## src/rtl/adc_pkg.sv

```systemverilog
// Shared definitions for the serial ADC frame sequencer.
// Optional build macro ADC_FRAME_CTRL_OVRCNT_EN (used by adc_frame_ctrl)
// adds a saturating dropped-tick counter output.
package adc_pkg;

    localparam int ADC_FRAME_BITS     = 16;
    localparam int ADC_ADDR_W         = 3;
    localparam int ADC_DATA_W         = 12;
    localparam int ADC_ADDR_BIT_FIRST = 2;

    typedef enum logic [1:0] {
        IDLE,
        LEAD,
        SHIFT,
        TRAIL
    } adc_frame_state_t;

    // DIN level for frame bit b: the address occupies bits 2..4, MSB first.
    function automatic logic adc_din_bit(input logic [ADC_ADDR_W-1:0] addr, input int b);
        logic r;
        r = 1'b0;
        if (b >= ADC_ADDR_BIT_FIRST && b < ADC_ADDR_BIT_FIRST + ADC_ADDR_W)
            r = addr[2'(ADC_ADDR_W - 1 - (b - ADC_ADDR_BIT_FIRST))];
        return r;
    endfunction

endpackage

```

## src/rtl/adc_rate_timer.sv

```systemverilog
// Sample-rate timer: counts 0..SAMPLE_PERIOD-1 while enabled and emits a
// tick whenever the count is 0, so the first tick lands on the first
// enabled cycle. Clear (or disable) parks the count at 0.
module adc_rate_timer #(
    parameter int SAMPLE_PERIOD = 2500
) (
    input  logic clk,
    input  logic reset,
    input  logic en,
    input  logic clr,
    output logic tick
);

    localparam int TW = (SAMPLE_PERIOD > 1) ? $clog2(SAMPLE_PERIOD) : 1;

    logic [TW-1:0] count;

    // Period counter; restarts from 0 whenever the timer is stopped.
    always_ff @(posedge clk or posedge reset) begin
        if (reset) begin
            count <= '0;
        end else if (clr || !en) begin
            count <= '0;
        end else if (count == TW'(SAMPLE_PERIOD - 1)) begin
            count <= '0;
        end else begin
            count <= count + 1'b1;
        end
    end

    assign tick = en & ~clr & (count == '0);

endmodule

```

## src/rtl/adc_frame_ctrl.sv

```systemverilog
// Frame sequencer for the serial 12-bit, 8-channel ADC: generates CS, SCLK
// and the DIN address stream, paces frames from the sample-rate timer and
// scans the channel range ch_first..ch_last.
// Optional build macro ADC_FRAME_CTRL_OVRCNT_EN adds ovr_count[7:0].
//
// state | meaning
// IDLE  | cs high, waiting for a timer tick
// LEAD  | cs low, sclk high for one half-period (CS setup)
// SHIFT | 16 sclk cycles, din changes on each falling edge
// TRAIL | sclk high for one half-period before cs rises
module adc_frame_ctrl
    import adc_pkg::*;
#(
    parameter int CLK_DIV       = 4,
    parameter int SAMPLE_PERIOD = 2500,
    parameter int FRAME_BITS    = ADC_FRAME_BITS
) (
    input  logic                  clk,
    input  logic                  reset,
    input  logic                  enable,
    input  logic [ADC_ADDR_W-1:0] ch_first,
    input  logic [ADC_ADDR_W-1:0] ch_last,
    output logic                  cs_adc,
    output logic                  sclk,
    output logic                  din_adc,
    output logic [ADC_ADDR_W-1:0] cur_ch,
    output logic                  frame_start,
    output logic                  frame_done,
    output logic                  overrun
`ifdef ADC_FRAME_CTRL_OVRCNT_EN
    ,
    output logic [7:0]            ovr_count
`endif
);

    localparam int CW = $clog2(CLK_DIV);
    localparam int BW = $clog2(FRAME_BITS);

    adc_frame_state_t      state;
    logic [CW-1:0]         cnt;
    logic [BW-1:0]         bit_idx;
    logic                  tick;
    logic                  en_q;
    logic                  en_rise;
    logic                  first_pending;
    logic [ADC_ADDR_W-1:0] addr_tx;
    logic [ADC_ADDR_W-1:0] nxt_ptr;
    logic [ADC_ADDR_W-1:0] send_addr;
    logic [ADC_ADDR_W-1:0] nxt_after;

    adc_rate_timer #(
        .SAMPLE_PERIOD(SAMPLE_PERIOD)
    ) u_timer (
        .clk  (clk),
        .reset(reset),
        .en   (enable),
        .clr  (~enable),
        .tick (tick)
    );

    assign en_rise = enable & ~en_q;

    // Address for the frame about to start, clamped into the live range,
    // and the scan pointer for the frame after it.
    always_comb begin
        send_addr = ch_first;
        nxt_after = ch_first;
        if (ch_last >= ch_first) begin
            if (nxt_ptr >= ch_first && nxt_ptr <= ch_last)
                send_addr = nxt_ptr;
            if (send_addr != ch_last)
                nxt_after = send_addr + 1'b1;
        end
    end

`ifdef ADC_FRAME_CTRL_OVRCNT_EN
    logic [7:0] ovr_base;

    // An enable rising edge clears the count in the same cycle a drop may land.
    always_comb begin
        ovr_base = en_rise ? 8'd0 : ovr_count;
    end
`endif

    // Frame sequencer with registered outputs, overrun tracking and scan state.
    always_ff @(posedge clk or posedge reset) begin
        if (reset) begin
            state         <= IDLE;
            cnt           <= '0;
            bit_idx       <= '0;
            cs_adc        <= 1'b1;
            sclk          <= 1'b1;
            din_adc       <= 1'b0;
            cur_ch        <= '0;
            frame_start   <= 1'b0;
            frame_done    <= 1'b0;
            overrun       <= 1'b0;
            en_q          <= 1'b0;
            first_pending <= 1'b1;
            addr_tx       <= '0;
            nxt_ptr       <= '0;
`ifdef ADC_FRAME_CTRL_OVRCNT_EN
            ovr_count     <= '0;
`endif
        end else begin
            frame_start <= 1'b0;
            frame_done  <= 1'b0;
            en_q        <= enable;

            if (en_rise) begin
                overrun       <= 1'b0;
                first_pending <= 1'b1;
`ifdef ADC_FRAME_CTRL_OVRCNT_EN
                ovr_count     <= '0;
`endif
            end

            // A tick while busy is dropped; a set in the same cycle as the
            // enable-edge clear wins so that drop is not lost.
            if (tick && state != IDLE) begin
                overrun <= 1'b1;
`ifdef ADC_FRAME_CTRL_OVRCNT_EN
                ovr_count <= (ovr_base == 8'hFF) ? ovr_base : ovr_base + 8'd1;
`endif
            end

            case (state)
                IDLE: begin
                    if (tick) begin
                        state         <= LEAD;
                        cs_adc        <= 1'b0;
                        frame_start   <= 1'b1;
                        cnt           <= CW'(CLK_DIV - 1);
                        cur_ch        <= (first_pending || en_rise) ? '0 : addr_tx;
                        first_pending <= 1'b0;
                        addr_tx       <= send_addr;
                        nxt_ptr       <= nxt_after;
                    end
                end
                LEAD: begin
                    if (cnt != '0) begin
                        cnt <= cnt - 1'b1;
                    end else begin
                        state   <= SHIFT;
                        cnt     <= CW'(CLK_DIV - 1);
                        sclk    <= 1'b0;
                        bit_idx <= '0;
                        din_adc <= adc_din_bit(addr_tx, 0);
                    end
                end
                SHIFT: begin
                    if (cnt != '0) begin
                        cnt <= cnt - 1'b1;
                    end else begin
                        cnt <= CW'(CLK_DIV - 1);
                        if (!sclk) begin
                            sclk <= 1'b1;
                        end else if (bit_idx == BW'(FRAME_BITS - 1)) begin
                            state <= TRAIL;
                        end else begin
                            sclk    <= 1'b0;
                            bit_idx <= bit_idx + 1'b1;
                            din_adc <= adc_din_bit(addr_tx, int'(bit_idx) + 1);
                        end
                    end
                end
                TRAIL: begin
                    if (cnt != '0) begin
                        cnt <= cnt - 1'b1;
                    end else begin
                        state      <= IDLE;
                        cs_adc     <= 1'b1;
                        frame_done <= 1'b1;
                        din_adc    <= 1'b0;
                    end
                end
                default: state <= IDLE;
            endcase
        end
    end

endmodule

```

## config.mk

```make
export PLATFORM = sky130hd
export DESIGN_NAME = adc_frame_ctrl
export DESIGN_NICKNAME = d
export VERILOG_FILES = /design/src/rtl/adc_pkg.sv /design/src/rtl/adc_rate_timer.sv /design/src/rtl/adc_frame_ctrl.sv
export SDC_FILE = /design/constraint.sdc
export NUM_CORES = 1
export LEC_CHECK = 0
export CORE_AREA = 2 2 70 72
export DETAILED_ROUTE_END_ITERATION = 16
export DIE_AREA = 0 0 72 74
export PLACE_DENSITY = 0.7
export SYNTH_ARGS = -nofsm -noshare
export SYNTH_HDL_FRONTEND = slang
export SYNTH_SLANG_ARGS = --single-unit
```

## constraint.sdc

```tcl
create_clock -name clk -period 2.35 [get_ports clk]
set_clock_uncertainty 0.15 [all_clocks]
set_input_delay 0.3525 -clock clk [delete_from_list [all_inputs] [get_ports clk]]
set_output_delay 0.3525 -clock clk [all_outputs]
set_load 0.03 [all_outputs]
```

==> results.tsv <==
stage	metric	value	unit
run_status	result_of_the_run	complete, but fails checks	
run_status	failed_checks	negative setup slack	
synth	synth.avg_cell_area	9.31	um2
setup_path	timing.rr.start	nxt_ptr[2]	
synth	synth_async_sr_flop_share	1.00	
setup_path	worstReg2RegEnd	nxt_ptr[0]	
detailed_routing	drc_errors	0	
synth	synth_nets	261	
clocking	cts_tree	built	
placement	placed_cells_incl_taps	328	
setup_path	critPathMaxStageDelay	0.44	ns
detailed_routing	detail_route.wirelength	4480	um
cells_and_area	design.final.nets	312	
setup_path	timing.critical_path.required	2.35	ns
synth	post_synth_instance_area	2180	um2
pwr	power_density	1080	nW/um2
detailed_routing	drt_iter0_markers	84	
synth	synth_ff_type	sky130_fd_sc_hd__dfrtp_1	
sta	finalHoldViolCount	0	
synth	yosysSeqAreaShare	0.427	
sta	post-route-period-util	1.05	
sta	worst_slew_margin_rel	0.691	
clocking	htree_levels	2	
floorplan	placeableCoreArea	4600	um2
cells_and_area	final_cell_count_no_fill	339	
setup_path	timing.reg2reg.worst_path_depth	9	
synth	netlist-cell-type-count	41	
sta	max_fclk	404	MHz
floorplan	initial_utilization	0.474	
synth	yosys_warnings	0	
clocking	numClockSinks	37	
global_route	grt_usage	0.188	
global_route	antenna_violations_before_repair	0	
clocking	tritoncts.num_buffers	5	
sta	setup_slack	-0.128	ns
global_route	grt_first_pass_wirelength	7790	um
pwr	cellLeakagePower	1.33	nW
synth	synth-edff-count	0	
detailed_routing	avgRoutedWirePerCell	13.2	um
sta	final.min_clock_period	2.48	ns
cells_and_area	mostFrequentLayoutCells	sky130_fd_sc_hd__dfrtp_1 (34), sky130_fd_sc_hd__buf_4 (28), sky130_fd_sc_hd__nor2_1 (25), sky130_fd_sc_hd__nand2_1 (20), sky130_fd_sc_hd__inv_1 (18)	
setup_path	worst-endpoint-arrival	2.48	ns
placement	detailed_place.area	2630	um2
cells_and_area	post_route_cells_drive_above_1_share	0.228	
floorplan	io-pin-count	18	
sta	tightest_slew	0.463	ns
clocking	cts.hold.buffers_added	0	
pwr	peakVddDrop	0.476	mV
sta	hold-worst-slack	0.315	ns
flow_run	max-cap-violations	0	
detailed_routing	antenna_left	0	
cells_and_area	layout_commonest_cell	sky130_fd_sc_hd__dfrtp_1	
cells_and_area	post-route-util	0.613	
synth	postSynthCellCount	234	
synth	synth.ff_latch_count	37	
cells_and_area	antenna-diode-count	0	
clocking	cts.root.buffer_cell	sky130_fd_sc_hd__clkbuf_8	
clocking	clk-insertion-delay-late	0.29	ns
setup_path	slowest_cp_cell	sky130_fd_sc_hd__dfrtp_1	
placement	port_buffers	17	
detailed_routing	num_vias	1796	
floorplan	chipHeight	74	um
clocking	cts.path.max_buffers	2	
setup_path	r2r_slack	-0.13	ns
global_route	grt_pass1_vias	1818	
sta	rsz_0062_raised_after_global_routing	true	
cells_and_area	syn_to_final_growth	29.4	%
cells_and_area	fin_area	2820	um2
worst_hold_path	hold_class	input pin to asynchronous set/reset pin	
clocking	clkSlewWorstSetupHoldPaths	0.07	ns
placement	dpl.hpwl	3300	um
setup_path	critical_path_peak_fanout	3	
sta	report.final.setup_viol	3	
setup_path	timing.critical_path.max_delay_family	compound AO/OA/AOI/OAI gates	
setup_path	critPathBufInv	2	
placement	place_congestion	0.970	
setup_path	critPathKind	register to register	
floorplan	placementRows	25	
setup_path	kind_of_launch_point_of_the_worst_setup_path	register	
setup_path	path_cells	ha_1, a21oi_1, a22oi_2, buf_6, mux2i_4, xnor2_2, buf_4, o41ai_2, o32ai_2	
global_route	grt_start_max_net_pins	38	
sta	setup_total_negative_slack	-0.326	ns
floorplan	die-width	72	um
setup_path	end_kind	register	
floorplan	fp.dieArea	5330	um2
global_route	grt_overflow	0	
detailed_routing	vias_per_cell	5.30	
sta	max_slew_violations	0	
detailed_routing	iteration_count_of_the_initial_detailed_routing_pass	4	
[cells by family after synthesis]
logic type,Yosys count,synth area share
AND/OR/NAND/NOR,85,0.190
AO/OA/AOI/OAI,46,0.141
flip-flops,37,0.427
buffers and inverters,26,0.0454
adder cells (fa/ha/maj),18,0.103
XOR/XNOR,17,0.0684
multiplexers,5,0.0247
[worst max-delay path by stage]
stage | endpoint | slack (ns) | depth (start not counted) | start
5_1_grt | nxt_ptr[0] | -0.21 | 9 | nxt_ptr[2]
3_5_place_dp | nxt_ptr[0] | -0.62 | 10 | ch_last[2]
6_report | nxt_ptr[0] | -0.13 | 9 | nxt_ptr[2]
4_1_cts | nxt_ptr[0] | -0.07 | 9 | enable
2_1_floorplan | nxt_ptr[1] | -0.05 | 10 | nxt_ptr[0]
3_3_place_gp | nxt_ptr[1] | -0.50 | 11 | ch_last[2]
[power breakdown]
group | leakage (nW) | internal (W) | switching, W
combinational | 0.809 | 0.000797 | 0.000834
sequential | 0.481 | 0.000828 | 0.000143
clock | 0.0433 | 0.000232 | 0.000219
total | 1.33 | 0.00186 | 0.00120
[Yosys cell counts, types with 2 or more instances]
cell type	number	area [um2]
sky130_fd_sc_hd__a21oi_1	7	35.0
sky130_fd_sc_hd__o21ai_1	3	15.0
sky130_fd_sc_hd__and3_1	4	25.0
sky130_fd_sc_hd__nand2_1	20	75.1
sky130_fd_sc_hd__xor2_1	8	70.1
sky130_fd_sc_hd__nand2b_1	4	25.0
sky130_fd_sc_hd__nor2_1	26	97.6
sky130_fd_sc_hd__nor3_1	3	15.0
sky130_fd_sc_hd__o21ai_0	18	90.1
sky130_fd_sc_hd__ha_1	18	225
sky130_fd_sc_hd__xnor2_1	9	78.8
sky130_fd_sc_hd__nor2b_1	3	18.8
sky130_fd_sc_hd__nand4_1	2	12.5
sky130_fd_sc_hd__dfrtp_1	34	851
sky130_fd_sc_hd__and2_1	3	18.8
sky130_fd_sc_hd__inv_1	22	82.6
sky130_fd_sc_hd__mux2i_1	4	40.0
sky130_fd_sc_hd__clkbuf_1	3	11.3
sky130_fd_sc_hd__nand3_1	13	65.1
sky130_fd_sc_hd__o32a_1	2	20.0
sky130_fd_sc_hd__nor4_1	3	18.8
sky130_fd_sc_hd__a21o_1	3	22.5
sky130_fd_sc_hd__dfstp_2	3	78.8
sky130_fd_sc_hd__o31ai_1	2	15.0
[layer usage]
layer / wire length, um / part of all wire / vias up / GRT usage
li1: - / - / 907 / -
met1: 2030 / 0.45 / 853 / 0.226
met2: 2240 / 0.50 / 32 / 0.328
met3: 160 / 0.036 / 4 / 0.0528
met4: 46 / 0.010 / 0 / 0.0629
met5: 0 / 0 / - / 0
[timing repair]
action,in CTS,in global routing
gates cloned,0,0
setup buffers,2,2
gates resized for setup,15,10
setup endpoints to repair,4,10
pin swaps,5,4
[flip-flops by register name, summed over array words and instances, names as in the netlist, 2 cells and up]
| signal | flops |
|---|---|
| cur_ch | 3 |
| state | 2 |
| bit_idx | 4 |
| addr_tx | 3 |
| nxt_ptr | 3 |
| cnt | 2 |
| u_timer.count | 12 |
[layout make-up]
| cell class | instances | area, um2 |
|---|---|---|
| fill | 400 | 1780 |
| multi-input combinational | 171 | 1240 |
| sequential | 37 | 930 |
| timing repair buffer | 47 | 404 |
| inverter | 23 | 87.6 |
| clock buffer | 6 | 82.6 |
| tap | 54 | 67.6 |
| clock inverter | 1 | 7.51 |
[tightest hold or removal path, delay by kind of cell]
| family | cells | cell delay (ns) |
|---|---|---|
| buffers and inverters | 3 | 0.83 |
[per-stage QoR]
step	total power (W)	worst slack, ns
floorplan	0.00195	-0.0470
global placement	0.00240	-0.504
detailed placement	0.00244	-0.616
CTS	0.00300	-0.0672
global route	0.00329	-0.210
finish	0.00305	-0.128
No activity file was read; power rests on OpenSTA's default activity.
